--- src/rtl/mips_pkg.sv ---
// mips_pkg: shared types for the MIPS program loader.
// Holds the loader state enum, the HLT opcode and the 32-bit word type.
package mips_pkg;

  typedef logic [31:0] word_t;

  localparam logic [5:0] OP_HLT = 6'h3f;

  typedef enum logic [2:0] {
    IDLE,
    LOAD,
    START,
    RUN,
    DONE,
    ERR
  } ld_state_e;

endpackage

--- src/rtl/mips_loader_csum.sv ---
// mips_loader_csum: running 32-bit XOR of loaded words (MIPS_LOADER_CHECKSUM_EN builds).
// Ports: clk1, rst_n, clr_i (restart), en_i (accumulate data_i), csum_o.
module mips_loader_csum
  import mips_pkg::*;
(
  input  logic  clk1,
  input  logic  rst_n,
  input  logic  clr_i,
  input  logic  en_i,
  input  word_t data_i,
  output word_t csum_o
);

  word_t csum_q, csum_d;

  always_comb begin
    csum_d = csum_q;
    if (clr_i)     csum_d = '0;
    else if (en_i) csum_d = csum_q ^ data_i;
  end

  always_ff @(posedge clk1 or negedge rst_n) begin
    if (!rst_n) csum_q <= '0;
    else        csum_q <= csum_d;
  end

  assign csum_o = csum_q;

endmodule

--- src/rtl/mips_prog_loader.sv ---
// mips_prog_loader: streams a program into cpu memory, launches it, waits for halt.
// Ports: clk1/rst_n, go, s_* stream in, mem_* write port, cpu_* launch/status,
// busy/done/err/word_count status. Option: MIPS_LOADER_CHECKSUM_EN (last beat = XOR checksum).
module mips_prog_loader
  import mips_pkg::*;
#(
  parameter int unsigned MEM_AW    = 10,
  parameter int unsigned LOAD_BASE = 0,
  parameter int unsigned MAX_WORDS = 64
) (
  input  logic              clk1,
  input  logic              rst_n,
  input  logic              go,
  input  logic              s_valid,
  input  word_t             s_data,
  input  logic              s_last,
  output logic              s_ready,
  output logic              mem_we,
  output logic [MEM_AW-1:0] mem_addr,
  output word_t             mem_wdata,
  output logic              cpu_start,
  output word_t             cpu_pc,
  input  logic              cpu_halted,
  output logic              busy,
  output logic              done,
  output logic              err,
  output logic [MEM_AW:0]   word_count
);

  typedef logic [MEM_AW:0] cnt_t;

  localparam cnt_t              CNT_MAX = cnt_t'(MAX_WORDS);
  localparam logic [MEM_AW-1:0] BASE    = MEM_AW'(LOAD_BASE);

  ld_state_e state_q, state_d;
  cnt_t      cnt_q, cnt_d;
  cnt_t      cnt_inc;
  logic      xfer;
  logic      data_beat;
  logic      cs_ok;

  assign xfer    = s_valid && (state_q == LOAD);
  assign cnt_inc = cnt_q + cnt_t'(1);

`ifdef MIPS_LOADER_CHECKSUM_EN
  word_t csum;
  logic  csum_clr;

  // Restart the XOR whenever a new session begins.
  assign csum_clr  = go && (state_q == IDLE || state_q == DONE);
  // The s_last beat carries the checksum, not program text.
  assign data_beat = xfer && !s_last;
  assign cs_ok     = (csum == s_data);

  mips_loader_csum u_csum (
    .clk1   (clk1),
    .rst_n  (rst_n),
    .clr_i  (csum_clr),
    .en_i   (data_beat),
    .data_i (s_data),
    .csum_o (csum)
  );
`else
  assign data_beat = xfer;
  assign cs_ok     = 1'b1;
`endif

  always_comb begin
    state_d = state_q;
    cnt_d   = cnt_q;
    unique case (state_q)
      IDLE, DONE: begin
        if (go) begin
          state_d = LOAD;
          cnt_d   = '0;
        end
      end
      LOAD: begin
        if (xfer) begin
          if (data_beat) cnt_d = cnt_inc;
          // s_last wins over a simultaneous capacity hit.
          if (s_last)                 state_d = cs_ok ? START : ERR;
          else if (cnt_inc == CNT_MAX) state_d = ERR;
        end
      end
      START:   state_d = RUN;
      RUN:     if (cpu_halted) state_d = DONE;
      ERR:     state_d = ERR;
      default: state_d = IDLE;
    endcase
  end

  always_ff @(posedge clk1 or negedge rst_n) begin
    if (!rst_n) begin
      state_q <= IDLE;
      cnt_q   <= '0;
    end else begin
      state_q <= state_d;
      cnt_q   <= cnt_d;
    end
  end

  assign s_ready    = (state_q == LOAD);
  assign mem_we     = data_beat;
  assign mem_addr   = BASE + cnt_q[MEM_AW-1:0];
  assign mem_wdata  = s_data;
  assign cpu_start  = (state_q == START);
  assign cpu_pc     = 32'(BASE);
  assign busy       = (state_q == LOAD) || (state_q == START) ||
                      (state_q == RUN);
  assign done       = (state_q == DONE);
  assign err        = (state_q == ERR);
  assign word_count = cnt_q;

`ifndef SYNTHESIS
  // A program must fit below 2**MEM_AW; a wrap means a bad parameter set.
  always @(posedge clk1) begin
    if (rst_n && mem_we) begin
      assert ((LOAD_BASE + 32'(cnt_q)) < (32'd1 << MEM_AW))
        else $error("loader address wraps past 2**MEM_AW");
    end
  end
`endif

endmodule

--- config.mk ---
export PLATFORM = sky130hd
export DESIGN_NAME = mips_prog_loader
export DESIGN_NICKNAME = d
export VERILOG_FILES = /design/src/rtl/mips_pkg.sv /design/src/rtl/mips_loader_csum.sv /design/src/rtl/mips_prog_loader.sv
export SDC_FILE = /design/constraint.sdc
export NUM_CORES = 1
export LEC_CHECK = 0
export ABC_AREA = 1
export BUFFER_PORTS_ARGS = -buffer_cell sky130_fd_sc_hd__clkbuf_2
export CAP_MARGIN = 0
export CORE_MARGIN = 2
export CORE_UTILIZATION = 38
export DETAILED_ROUTE_END_ITERATION = 8
export PLACE_DENSITY_LB_ADDON = 0.15
export SLEW_MARGIN = 10
export SYNTH_ARGS = -nofsm -noshare
export SYNTH_HDL_FRONTEND = slang
export SYNTH_SLANG_ARGS = --single-unit
--- constraint.sdc ---
create_clock -name clk1 -period 1.9 [get_ports clk1]
set_clock_uncertainty 0.15 [all_clocks]
set_input_delay 0.095 -clock clk1 [delete_from_list [all_inputs] [get_ports clk1]]
set_output_delay 0.095 -clock clk1 [all_outputs]
set_load 0.01 [all_outputs]
== After elaboration in Yosys (flattened, before gate mapping) ==
Cells that the tools add are included.

* Add/subtract/negate cells: 1
* Equal/unequal tests: 10
* Muxes and demuxes: 9
* Reduce and logical (&&, ||, !) cells: 8

{| class="wikitable"
|+ Operators by type and width
! cell !! number
|-
| 2-to-1 mux 11 bit || 2
|-
| one-hot mux 11 bit (2 select lines) || 1
|-
| 2-to-1 mux 3 bit || 5
|-
| one-hot mux 3 bit (5 select lines) || 1
|-
| adder 11 x 1 -> 11 bit, second input constant || 1
|-
| == test 11 x 7 -> 1 bit, second input constant || 1
|-
| == test 3 x 2 -> 1 bit, second input constant || 2
|-
| == test 3 bit, second input constant || 2
|-
| != test 2 bit, second input constant || 2
|-
| AND reduction 4 bit || 1
|-
| == test 3 x 1 -> 1 bit, second input constant || 1
|-
| zero test 3 bit || 1
|-
| != test 3 x 2 -> 1 bit, second input constant || 1
|-
| AND reduction 3 bit || 1
|-
| logical OR 1 bit || 2
|-
| != test 2 x 1 -> 1 bit, second input constant || 1
|-
| nonzero test 2 bit || 1
|-
| OR reduction 2 bit || 1
|-
| logical AND 1 bit || 1
|}

* Bits in registers: 14
* Bits of input ports: 38
* Output and inout bits: 91

== Logic depth before layout (Yosys ltp) ==
* Word-level depth: 6
* Gate-level depth with buffers: 13
* Gate-level depth less buffers: 13

== Worst setup path before layout ==
No wires, ideal clock.

* Path type: register -> register
* Start point: register cnt_q[0] (netlist: word_count[0])
* End point: register state_q[0]
* Setup time: 0.117 ns
* Arrival time: 1.488 ns
* Data required time: 1.633 ns
* Slack: 0.145 ns
* Stages on the path, launching flop included: 13
* Path buffers: 0
* Period minus slack after synthesis: 1.755 ns
* Cells stage by stage: dfrtp_1 ha_1 nand2_2 nor2_2 nand3_1 nand2_1 nand2_1 nor2_1 nand3_1 nand2_2 nand2_1 nand2_1 nand2_1

* Longest elaborated chain between the ends: 4

{| class="wikitable"
|+ Ends and longest elaborated chain
! what !! RTL line !! RTL
|-
| from (decl) || mips_prog_loader.sv:36 || <nowiki>cnt_t cnt_q, cnt_d;</nowiki>
|-
| from (signal assigned) || mips_prog_loader.sv:99 || <nowiki>cnt_q <= cnt_d;</nowiki>
|-
| adder 11 x 1 -> 11 bit || mips_prog_loader.sv:43 || <nowiki>assign cnt_inc = cnt_q + cnt_t'(1);</nowiki>
|-
| == test 11 x 7 -> 1 bit || mips_prog_loader.sv:83 || <nowiki>else if (cnt_inc == CNT_MAX) state_d = ERR;</nowiki>
|-
| != test 3 x 2 -> 1 bit (no source line) || n/a ||
|-
| AND reduction 4 bit (no source line) || n/a ||
|-
| to (signal assigned) || mips_prog_loader.sv:98 || <nowiki>state_q <= state_d;</nowiki>
|-
| to (decl) || mips_prog_loader.sv:35 || <nowiki>ld_state_e state_q, state_d;</nowiki>
|}

Every way passes these cells.
A chain may end at the register's enable or synchronous reset.

== Worst setup path in the final report ==
Same ends and word-level chain as after synthesis.

==> key figures <==
Detailed routing
  – TritonRoute pass-1 iters: 4
  – Starting DRT DRC Count: 57
  – WL final: 2710 µm
  – Vias: 1112
  – Post-route ant nets: 0
  – Vias per inst: 4.23
  – Routed length per instance: 10.3 µm
  – Drt drc: 0

Logic synthesis
  – Yosys cell types: 21
  – Post-Synthesis Cells: 218
  – Seq/Total Area, Yosys: 23.5%
  – Yosys top cell area share: 37.8%
  – Seq cells post-synth: 14
  – Yosys warns: 0
  – Cell taking the most area after synthesis: buf_4
  – Top post-synthesis cells by area: buf_4, dfrtp_1, nand2_1
  – Avg Inst Size Synth: 6.82 µm²
  – Synthesized area: 1490 µm²

Setup path
  – WP data arrival: 1.70 ns
  – Buf/Inv on CP: 1
  – Slowest CP cell: dfrtp_1
  – Max stage delay on crit path: 0.38 ns
  – Element type at the critical path start: flip-flop
  – Critical path class: reg -> reg
  – CP most frequent cell: nand2_1
  – Worst path top cell family by delay: simple AND/OR/NAND/NOR gates
  – Worst Setup End Kind: flip-flop
  – Critical-path cell list: ha_1 > nand2_2 > nor2_2 > nand2_1 > nand2_1 > inv_2 > nand2_1 > nor2_2 > nand3_1 > nand2_2 > nand2_1 > nand2_1 > nand2_1
  – Worst Path Required: 1.88 ns
  – Worst-path fanout max: 6

Min path
  – Hold Crit Class: in -> out

Place
  – Buffers on Ports: 32
  – Post-place setup slack: 0.165 ns
  – Post-DP HPWL: 2140 µm
  – DP Cell Count: 258
  – RePlAce Congestion: 0.821

GRT
  – Total gr overflow: 0
  – Vias in the first global route: 912
  – All-Layer GR Usage: 12.8%
  – First-pass GRT wire length: 4240 µm
  – Largest net degree at the start of global routing: 15
  – Antenna violations before repair: 0

Cells and area
  – Sequential cell area: 354 µm²
  – Commonest cells after routing, fill and taps aside: nand2_1, conb_1, clkbuf_2
  – Area Growth Syn to Fin: -8.16%
  – Most common cell after layout, fill and taps aside: nand2_1
  – Area occupied by multi-input gates: 599 µm²
  – Fill count: 400
  – Share of cells above drive strength 1: 24.7%
  – Nets: 256
  – Layout Cells excl Fill: 263
  – Inserted Diodes: 0
  – Post-layout util: 36.8%

Power
  – Pwr Density: 965 nW/µm²
  – Leakage: 0.751 nW
  – Clock power frac: 18.0%
  – Flop pwr share: 31.6%
  – Worst VDD drop: 0.410 mV
  – P_int: 0.000732 W
  – Logic pwr share: 50.4%
  – Switching power: 0.000587 W
  – Net switching fraction of the power: 44.5%

Floorplanning
  – Rows: 22
  – Initial core utilization: 40.0%
  – Die area: 4430 µm²
  – Horiz. Die Dim: 66.6 µm
  – Core Region: 3720 µm²
  – Io pins: 129
  – DIE HEIGHT: 66.6 µm

Run status
  – Status: complete, no violations

Timing
  – Final worst-path setup slack: 0.182 ns
  – Slew Viols, Final: 0
  – Tcrit/Tclk final: 90.4%
  – Final Hold Viols: 0
  – Tmin final: 1.72 ns
  – Fmax: 582 MHz
  – Setup violations, final: 0
  – Setup TNS: 0 ns
  – RSZ-0062 raised after global routing: false

Clocking
  – Worst skew pair latency: 0.24 ns
  – Setup Buffers After CTS: 0
  – Clock sink count: 14
  – Clk pin slew, worst setup/hold paths: 0.05 ns
  – H-tree depth: 1
  – Max Root-Sink Buffers: 2
  – CTS buffer count: 3
  – CTS root buffer: clkbuf_8
  – CTS tree: done

Run
  – # Max-Cap Violations: 0
==> synth_stat cells <==
| master | instances |
|---|---|
| nor2_4 | 1 |
| nand2_2 | 2 |
| inv_1 | 26 |
| dfrtp_1 | 14 |
| o22ai_1 | 2 |
| buf_4 | 75 |
| nor2_2 | 3 |
| nand3_2 | 1 |
| nand3_1 | 11 |
| ha_1 | 1 |
| o21ai_0 | 6 |
| nand3b_1 | 1 |
| inv_2 | 1 |
| nor2_1 | 18 |
| conb_1 | 1 |
| o32ai_1 | 1 |
| nand2_1 | 40 |
| nor3_1 | 3 |
| nand4_1 | 2 |
| o21ai_1 | 4 |
| a21oi_1 | 5 |
==> what timing repair did <==
item,CTS,global route
setup endpoints to repair,0,3
hold endpoints to repair,15,0
hold buffers,2,0
gates resized for setup,0,6
==> worst reg2reg max path: cells and delay by family (launching register included) <==
kind	cells	cell delay (ns)
DFF	1	0.38
adders and majority gates	1	0.22
and+or+nand+nor	11	0.81
buffers and inverters	1	0.05
==> power by group through the flow <==
| stage | combinational [W] | clock, W | sequential (W) |
|---|---|---|---|
| 2_1_floorplan | 0.000556 | 0 | 0.000434 |
| 3_3_place_gp | 0.000673 | 0 | 0.000421 |
| 3_5_place_dp | 0.000664 | 0 | 0.000419 |
| 4_1_cts | 0.000671 | 0.000250 | 0.000413 |
| 5_1_grt | 0.000743 | 0.000269 | 0.000425 |
| 6_report | 0.000665 | 0.000237 | 0.000417 |
==> sequential cells by signal, indices dropped and copies added (netlist names) <==
register	count
state_q	3
word_count	11
==> metrics by stage <==
step	total power, W	instance area, µm²	hold slack [ns]
after CTS	0.00133	1350	0.0401
after global routing	0.00144	1370	0.0400
after detailed placement	0.00108	1290	-0.123
final	0.00132	1370	0.0400
after floorplan	0.000991	1600	-0.351
after global placement	0.00109	1290	-0.117
==> cells by family (layout without fill, tap and decap cells) <==
family / after synthesis / in the layout / synth area share (%)
AO/OA/AOI/OAI: 18 / 18 / 6.48
adder cells (fa/ha/maj): 1 / 1 / 0.841
other: 1 / 32 / 0.252
flip-flops: 14 / 14 / 23.5
AND/OR/NAND/NOR: 82 / 82 / 24.2
buffers and inverters: 102 / 68 / 44.7
==> layout make-up <==
type | instances | area share (%)
multi-input combinational | 133 | 43.9
sequential | 14 | 25.9
timing repair buffer | 38 | 15.4
inverter | 27 | 7.42
tap | 48 | 4.40
clock buffer | 3 | 3.02
==> path summary, 6_finish.rpt <==
check                                      startpoint                         end  slack, ns  depth (start not counted)
setup / recovery            word_count[0]$_DFFE_PN0P_      state_q[0]$_DFFE_PN0P_       0.18                         13
hold / removal                             s_data[15]               mem_wdata[15]       0.04                          0
setup reg to reg            word_count[0]$_DFFE_PN0P_      state_q[0]$_DFFE_PN0P_       0.18                         13
hold reg to reg            word_count[10]$_DFFE_PN0P_  word_count[10]$_DFFE_PN0P_       0.44                          2
max in group asynchronous                       rst_n   word_count[4]$_DFFE_PN0P_       1.17                          2
min in group asynchronous                       rst_n   word_count[3]$_DFFE_PN0P_       0.14                          2
==> layer usage <==
metal	share of wire [%]	track usage (%)
met4	1.1	5.61
met2	47	18.9
met5	0	0
met1	45	16.9
met3	6.7	4.05
No activity file was read; power rests on OpenSTA's default activity.
